===== config.mk =====
export PLATFORM = sky130hd
export DESIGN_NAME = apb_watchdog
export DESIGN_NICKNAME = d
export VERILOG_FILES = /design/src/rtl/zeroheti_pkg.sv /design/src/rtl/apb_watchdog_core.sv /design/src/rtl/apb_watchdog.sv
export SDC_FILE = /design/constraint.sdc
export NUM_CORES = 1
export LEC_CHECK = 0
export CORE_ASPECT_RATIO = 0.9
export CORE_MARGIN = 3
export CORE_UTILIZATION = 48
export CTS_CLUSTER_DIAMETER = 150
export DETAILED_ROUTE_END_ITERATION = 10
export GPL_TIMING_DRIVEN = 0
export PLACE_DENSITY = 0.78
export SYNTH_ARGS = -nofsm -noshare
export SYNTH_HDL_FRONTEND = slang
export SYNTH_HIERARCHICAL = 1
export SYNTH_SLANG_ARGS = --single-unit

===== constraint.sdc =====
create_clock -name clk_i -period 3.3 [get_ports clk_i]
set_clock_uncertainty 0.1 [all_clocks]
set_input_delay 0.66 -clock clk_i [delete_from_list [all_inputs] [get_ports clk_i]]
set_output_delay 0.66 -clock clk_i [all_outputs]
set_load 0.02 [all_outputs]

===== src/rtl/zeroheti_pkg.sv =====
// zeroheti_pkg: SoC-wide constants shared by the peripheral demux and its completers.
// Latency: n/a (types and constants only).
// Backpressure: n/a.
// Holds the watchdog register offsets, FSM state type, address-map entry and irq index.
package zeroheti_pkg;

  typedef struct packed {
    logic [31:0] base;
    logic [31:0] mask;
  } addr_rule_t;

  typedef struct packed {
    addr_rule_t mtimer;
    addr_rule_t wdt;
  } addr_map_t;

  localparam addr_map_t AddrMap = '{
    mtimer: '{base: 32'h0003_0200, mask: 32'hFFFF_FF00},
    wdt:    '{base: 32'h0003_0300, mask: 32'hFFFF_FF00}
  };

  // Watchdog bark takes irq line 26; external interrupts start one line higher.
  localparam int unsigned IrqWdt     = 26;
  localparam int unsigned IrqExtBase = 27;

  // Register word offsets, i.e. paddr[4:2].
  localparam logic [2:0] WdtOffCtrl   = 3'd0;
  localparam logic [2:0] WdtOffLoad   = 3'd1;
  localparam logic [2:0] WdtOffCount  = 3'd2;
  localparam logic [2:0] WdtOffKick   = 3'd3;
  localparam logic [2:0] WdtOffStatus = 3'd4;
  localparam logic [2:0] WdtOffWindow = 3'd5;

  typedef enum logic [1:0] {
    WdtIdle,
    WdtRun,
    WdtBark,
    WdtBite
  } wdt_state_e;

endpackage


===== src/rtl/apb_watchdog_core.sv =====
// apb_watchdog_core: watchdog FSM, 32-bit down-counter and reset-request pulse timer.
// Latency: start/kick/disable act on the same edge as the triggering register write.
// Backpressure: none; inputs are sampled every cycle.
// Ports: en (next value of CTRL.EN), load, kick (valid key write), window,
//        count, bark_set / bite_done (1-cycle strobes to the register file), reset_req.
module apb_watchdog_core
  import zeroheti_pkg::*;
#(
  parameter int unsigned ResetCycles = 16
) (
  input  logic        clk_i,
  input  logic        rst_ni,
  input  logic        en,
  input  logic [31:0] load,
  input  logic        kick,
  input  logic [31:0] window,
  output logic [31:0] count,
  output logic        bark_set,
  output logic        bite_done,
  output logic        reset_req
);

  localparam int unsigned PulseW = (ResetCycles > 1) ? $clog2(ResetCycles) : 1;
  localparam logic [PulseW-1:0] PulseInit = PulseW'(ResetCycles - 1);

  wdt_state_e        state;
  logic [PulseW-1:0] pulse_q;

  // A kick in the same cycle as expiry wins, so it suppresses the bark strobe.
  assign bark_set  = (state == WdtRun) && en && !kick && (count == '0);
  assign bite_done = (state == WdtBite) && (pulse_q == '0);

  always_ff @(posedge clk_i or negedge rst_ni) begin
    if (!rst_ni) begin
      state     <= WdtIdle;
      count     <= '0;
      pulse_q   <= '0;
      reset_req <= 1'b0;
    end else begin
      unique case (state)
        WdtIdle: begin
          if (en) begin
            count <= load;
            state <= WdtRun;
          end
        end
        WdtRun, WdtBark: begin
          if (!en) begin
            state <= WdtIdle;          // count stays frozen
          end else if (kick) begin
            if (count > window) begin  // kicked too early
              state     <= WdtBite;
              reset_req <= 1'b1;
              pulse_q   <= PulseInit;
            end else begin
              count <= load;
              state <= WdtRun;
            end
          end else if (count == '0) begin
            if (state == WdtRun) begin
              count <= load;
              state <= WdtBark;
            end else begin
              state     <= WdtBite;
              reset_req <= 1'b1;
              pulse_q   <= PulseInit;
            end
          end else begin
            count <= count - 1'b1;
          end
        end
        WdtBite: begin
          // reset_req stays high for ResetCycles cycles: entry cycle plus PulseInit more.
          if (pulse_q == '0) begin
            reset_req <= 1'b0;
            state     <= WdtIdle;
          end else begin
            pulse_q <= pulse_q - 1'b1;
          end
        end
        default: state <= WdtIdle;
      endcase
    end
  end

endmodule


===== src/rtl/apb_watchdog.sv =====
// apb_watchdog: APB completer with software-kicked watchdog (bark irq, then bite reset request).
// Latency: zero wait states; reads combinational in the access phase, writes land at its end.
// Backpressure: none, pready_o=1 on every access phase.
// Ports: APB (psel/penable/pwrite/paddr/pwdata/prdata/pready/pslverr), irq_o level, reset_req_o pulse.
// Optional WINDOW register at 0x14 when WDT_WINDOW_EN is defined; otherwise 0x14 is unmapped.
module apb_watchdog
  import zeroheti_pkg::*;
#(
  parameter logic [31:0] KickKey     = 32'h5A5A_A5A5,
  parameter int unsigned ResetCycles = 16
) (
  input  logic        clk_i,
  input  logic        rst_ni,
  input  logic        psel_i,
  input  logic        penable_i,
  input  logic        pwrite_i,
  input  logic [31:0] paddr_i,
  input  logic [31:0] pwdata_i,
  output logic [31:0] prdata_o,
  output logic        pready_o,
  output logic        pslverr_o,
  output logic        irq_o,
  output logic        reset_req_o
);

  logic        access;
  logic [2:0]  off;
  logic        err;
  logic [31:0] rdata;
  logic        wr_ok, ctrl_wr, load_wr, status_wr, kick;
  logic        en_nxt;

  logic        ctrl_en, ctrl_irq_en, ctrl_lock;
  logic [31:0] load_q;
  logic        status_bark, status_bite;
  logic        irq_q;
  logic [31:0] window;
  logic [31:0] count;
  logic        bark_set, bite_done;

  logic unused_addr;
  assign unused_addr = ^{paddr_i[31:5], paddr_i[1:0]};

  assign access = psel_i & penable_i;
  assign off    = paddr_i[4:2];

  always_comb begin
    err   = 1'b0;
    rdata = '0;
    case (off)
      WdtOffCtrl: begin
        rdata = {29'd0, ctrl_lock, ctrl_irq_en, ctrl_en};
        err   = pwrite_i & ctrl_lock;
      end
      WdtOffLoad: begin
        rdata = load_q;
        err   = pwrite_i & ctrl_lock;
      end
      WdtOffCount: begin
        rdata = count;
        err   = pwrite_i;
      end
      WdtOffKick:   err   = pwrite_i & (pwdata_i != KickKey);
      WdtOffStatus: rdata = {30'd0, status_bite, status_bark};
`ifdef WDT_WINDOW_EN
      WdtOffWindow: begin
        rdata = window;
        err   = pwrite_i & ctrl_lock;
      end
`endif
      default: err = 1'b1;
    endcase
  end

  assign pready_o  = access;
  assign pslverr_o = access & err;
  assign prdata_o  = access ? rdata : 32'd0;

  assign wr_ok     = access & pwrite_i & ~err;
  assign ctrl_wr   = wr_ok && (off == WdtOffCtrl);
  assign load_wr   = wr_ok && (off == WdtOffLoad);
  assign status_wr = wr_ok && (off == WdtOffStatus);
  assign kick      = wr_ok && (off == WdtOffKick);

  // The core sees EN's next value so a start lands on the write edge itself.
  // End of bite clears EN even if software writes CTRL in that same cycle.
  assign en_nxt = bite_done ? 1'b0 : (ctrl_wr ? pwdata_i[0] : ctrl_en);

  always_ff @(posedge clk_i or negedge rst_ni) begin
    if (!rst_ni) begin
      ctrl_en     <= 1'b0;
      ctrl_irq_en <= 1'b0;
      ctrl_lock   <= 1'b0;
      load_q      <= '0;
      status_bark <= 1'b0;
      status_bite <= 1'b0;
      irq_q       <= 1'b0;
    end else begin
      ctrl_en <= en_nxt;
      if (ctrl_wr) begin
        ctrl_irq_en <= pwdata_i[1];
        ctrl_lock   <= ctrl_lock | pwdata_i[2];
      end
      if (load_wr) load_q <= pwdata_i;
      if (bark_set) status_bark <= 1'b1;
      else if (status_wr && pwdata_i[0]) status_bark <= 1'b0;
      if (bite_done) status_bite <= 1'b1;
      irq_q <= status_bark & ctrl_irq_en;
    end
  end

`ifdef WDT_WINDOW_EN
  logic window_wr;
  assign window_wr = wr_ok && (off == WdtOffWindow);

  always_ff @(posedge clk_i or negedge rst_ni) begin
    if (!rst_ni) window <= '1;
    else if (window_wr) window <= pwdata_i;
  end
`else
  assign window = '1;  // all kicks are in-window
`endif

  assign irq_o = irq_q;

  apb_watchdog_core #(
    .ResetCycles(ResetCycles)
  ) u_core (
    .clk_i    (clk_i),
    .rst_ni   (rst_ni),
    .en       (en_nxt),
    .load     (load_q),
    .kick     (kick),
    .window   (window),
    .count    (count),
    .bark_set (bark_set),
    .bite_done(bite_done),
    .reset_req(reset_req_o)
  );

endmodule

==> run summary <==
Placed Instances - 887
status - complete, no violations
switching power - 2.200 mW
Sw Ratio - 44.32%
Crit Path Max Fanout - 9
clk root buf - clkbuf_16
Placer Congestion - 0.9342
Layout area overhead - 31.77%
DRC viols - 0
CTS tree - yes
Final #Nets - 868
fmax - 0.3084 GHz
final-report hold violation count - 0
Final period util - 98.24%
Final min period - 3242 ps
most frequent cell after synthesis - dfrtp_1
crit start category - register
setup TNS - 0 ps
cell area after layout - 7208 sq um
Core Box Area - 10,990 sq um
max-slew violation count - 0
ant diodes - 0
Seq pwr share - 33.0%
Num CTS Buffers - 9
Worst VDD drop - 0.4241 mV
HP Class - input port to asynchronous set/reset pin
Gate power share - 45.8%
type of the worst setup path - register to register
Antenna Nets Post-Route - 0
clock power share - 21.2%
average vias per placed instance - 6.049
maximum root-to-sink buffer count - 2
filler cell count - 926
Area after DPL - 6543 sq um
Skew-Pair Late Insertion Delay - 350 ps
initial antenna violation count - 0
Warnings, synthesis - 6
row count - 36
share of post-route cells with drive strength above 1 - 19.24%
leading area contributor after synthesis - dfrtp_1
Critical R2R Launch - u_core/count[20]
r2r setup slk - 60 ps
number of flops mapped to enable cells by yosys - 0
DP HPWL - 12,260 microns
Post-Syn Instances - 629
vias in the first global route - 5,405
Setup violations, final - 0
IO buf count - 74
main area contributors after synthesis - dfrtp_1 (35%), ha_1 (9.1%), mux2_2 (7.6%)
Top FF cell, synth - dfrtp_1
Iter 0 DRT Violations - 782
wire length of the first global-routing pass - 27,380 microns
Post-Route Utilization - 65.59%
Int Power - 2.763 mW
Critical Path End Type - register
# IOs - 105
Initial Utilization - 49.77%
Post-Layout Cell Count - 916
Total GRT Usage - 26.79%
register area share after synthesis - 35.22%
drt total wl - 17,210 microns
Async SR Flop Fraction - 100.0%
Yosys cell types - 67
post-DR wirelength/cell - 18.79 microns
pin count of the biggest net entering global routing - 44
remaining global-route overflow - 0
Post-synth top cells - dfrtp_1 (77), a21oi_1 (64), nor2_1 (61)
overall power - 4.964 mW
Clk pin slew, worst setup/hold paths - 70 ps
Critical R2R Capture - u_core/pulse_q[2]
total vias in the final route - 5,541
critical path launch point - u_core/count[20]
max_slew headroom - 55.97%
Avg Inst Size Synth - 8.697 sq um
power per cell area - 688.6 nW/um^2
htree depth - 3
Die Ht - 107.3 microns
Sink Count - 77
Worst-Margin Slew - 655.0 ps
CP required - 3430 ps
Post-Syn Area - 5470 sq um
1st-pass router iterations - 6
Worst Path Arrival - 3370 ps
worst reg2reg path depth - 10
Yosys top cell area share - 35.22%
max cap viols - 0
cts hold-fix bufs - 0
number of synthesized register bits - 77
Die X-Extent - 118.5 microns
Leak - 3.550 nW
die area - 12,720 sq um
-- worst max-delay path: stages, from the launching register on --
cell,delay [ps]
dfrtp_2,410
or4_4,520
or3_4,340
or4_4,540
buf_6,140
nand3b_4,60
nand2_1,60
a31o_1,190
buf_6,130
mux2_4,280
or3_1,340
-- logic make-up after synthesis --
family | Yosys count | synth area share, %
fa+ha+maj | 40 | 9.149
flops | 77 | 35.22
buf+inv | 87 | 6.633
other cells | 1 | 0.06855
simple gates | 188 | 18.16
compound gates | 194 | 22.14
mux | 42 | 8.623
-- power groups by stage --
| stage | logic, mW | clock network (mW) | registers, mW |
|---|---|---|---|
| after global placement | 1.86 | 0 | 1.62 |
| after detailed placement | 1.96 | 0 | 1.64 |
| final | 2.28 | 1.05 | 1.64 |
| after global routing | 2.48 | 1.09 | 1.68 |
| after floorplan | 1.45 | 0 | 1.50 |
| after CTS | 2.07 | 1.06 | 1.61 |
-- how the worst max path moves through the flow --
stage                        end  slack, ps  cells after the start
3_5_place_dp    u_core/count[22]      -1250                     10
4_1_cts        u_core/pulse_q[2]         10                     10
5_1_grt        u_core/pulse_q[2]        -10                     12
2_1_floorplan  u_core/pulse_q[2]         50                     10
6_report       u_core/pulse_q[2]         60                     10
3_3_place_gp          load_q[24]      -1360                      1
-- layout make-up --
type | instances | area [sq um] | share of cell area, %
inverter | 54 | 202.7 | 2.812
sequential | 77 | 1929 | 26.77
timing repair buffer | 88 | 814.5 | 11.30
tap | 152 | 190.2 | 2.638
multi-input combinational | 496 | 3518 | 48.81
clock inverter | 5 | 58.81 | 0.8158
clock buffer | 11 | 252.7 | 3.506
buffer | 33 | 241.5 | 3.350
-- through the flow --
step	setup slack (ps)	hold slack, ps
2_1_floorplan	47.75	264.4
3_3_place_gp	-1356	352.5
3_5_place_dp	-1253	360.0
4_1_cts	9.907	179.8
5_1_grt	-12.51	205.8
6_report	57.94	170.8
-- sequential cells by signal, indices dropped and copies added (netlist names), 2 cells and up --
name            count
load_q             32
u_core/state        2
u_core/count       32
u_core/pulse_q      4
-- routing by layer --
metal	GRT usage, %	vias up	wire, microns	share of wire (%)
li1	-	2545	-	-
met1	36.34	2612	7167	42
met2	41.66	329	7755	45
met3	6.148	55	1749	10
met4	10.75	0	537	3.1
met5	0	-	0	0
-- timing repair --
action,CTS,global route
setup endpoints to repair,72,43
buffers inserted,11,2
gates resized for setup,94,67
pin swaps,8,15
-- cell usage in the layout (no fill, tap or decap), types with 5 or more instances in the layout --
| cell | synthesis | routed |
|---|---|---|
| dfrtp_1 | 77 | 75 |
| a21oi_1 | 64 | 63 |
| nor2_1 | 61 | 59 |
| inv_1 | 54 | 54 |
| o21ai_0 | 46 | 45 |
| ha_1 | 40 | 40 |
| mux2_2 | 37 | 37 |
| a22oi_1 | 32 | 32 |
| nand2_1 | 32 | 32 |
| conb_1 | 1 | 32 |
| dlygate4sd2_1 | 0 | 28 |
| clkdlybuf4s50_1 | 0 | 22 |
| nor3_1 | 23 | 21 |
| buf_4 | 0 | 17 |
| clkbuf_2 | 0 | 17 |
| dlymetal6s2s_1 | 0 | 12 |
| nand4_1 | 9 | 9 |
| clkbuf_16 | 0 | 9 |
| a211oi_1 | 8 | 8 |
| nand3_1 | 9 | 8 |
| buf_6 | 4 | 6 |
| nor4_1 | 9 | 6 |
| buf_2 | 5 | 5 |
| clkbuf_8 | 0 | 5 |
| nor4bb_4 | 0 | 5 |
| o22ai_1 | 5 | 5 |
No activity file was read; power rests on OpenSTA's default activity.
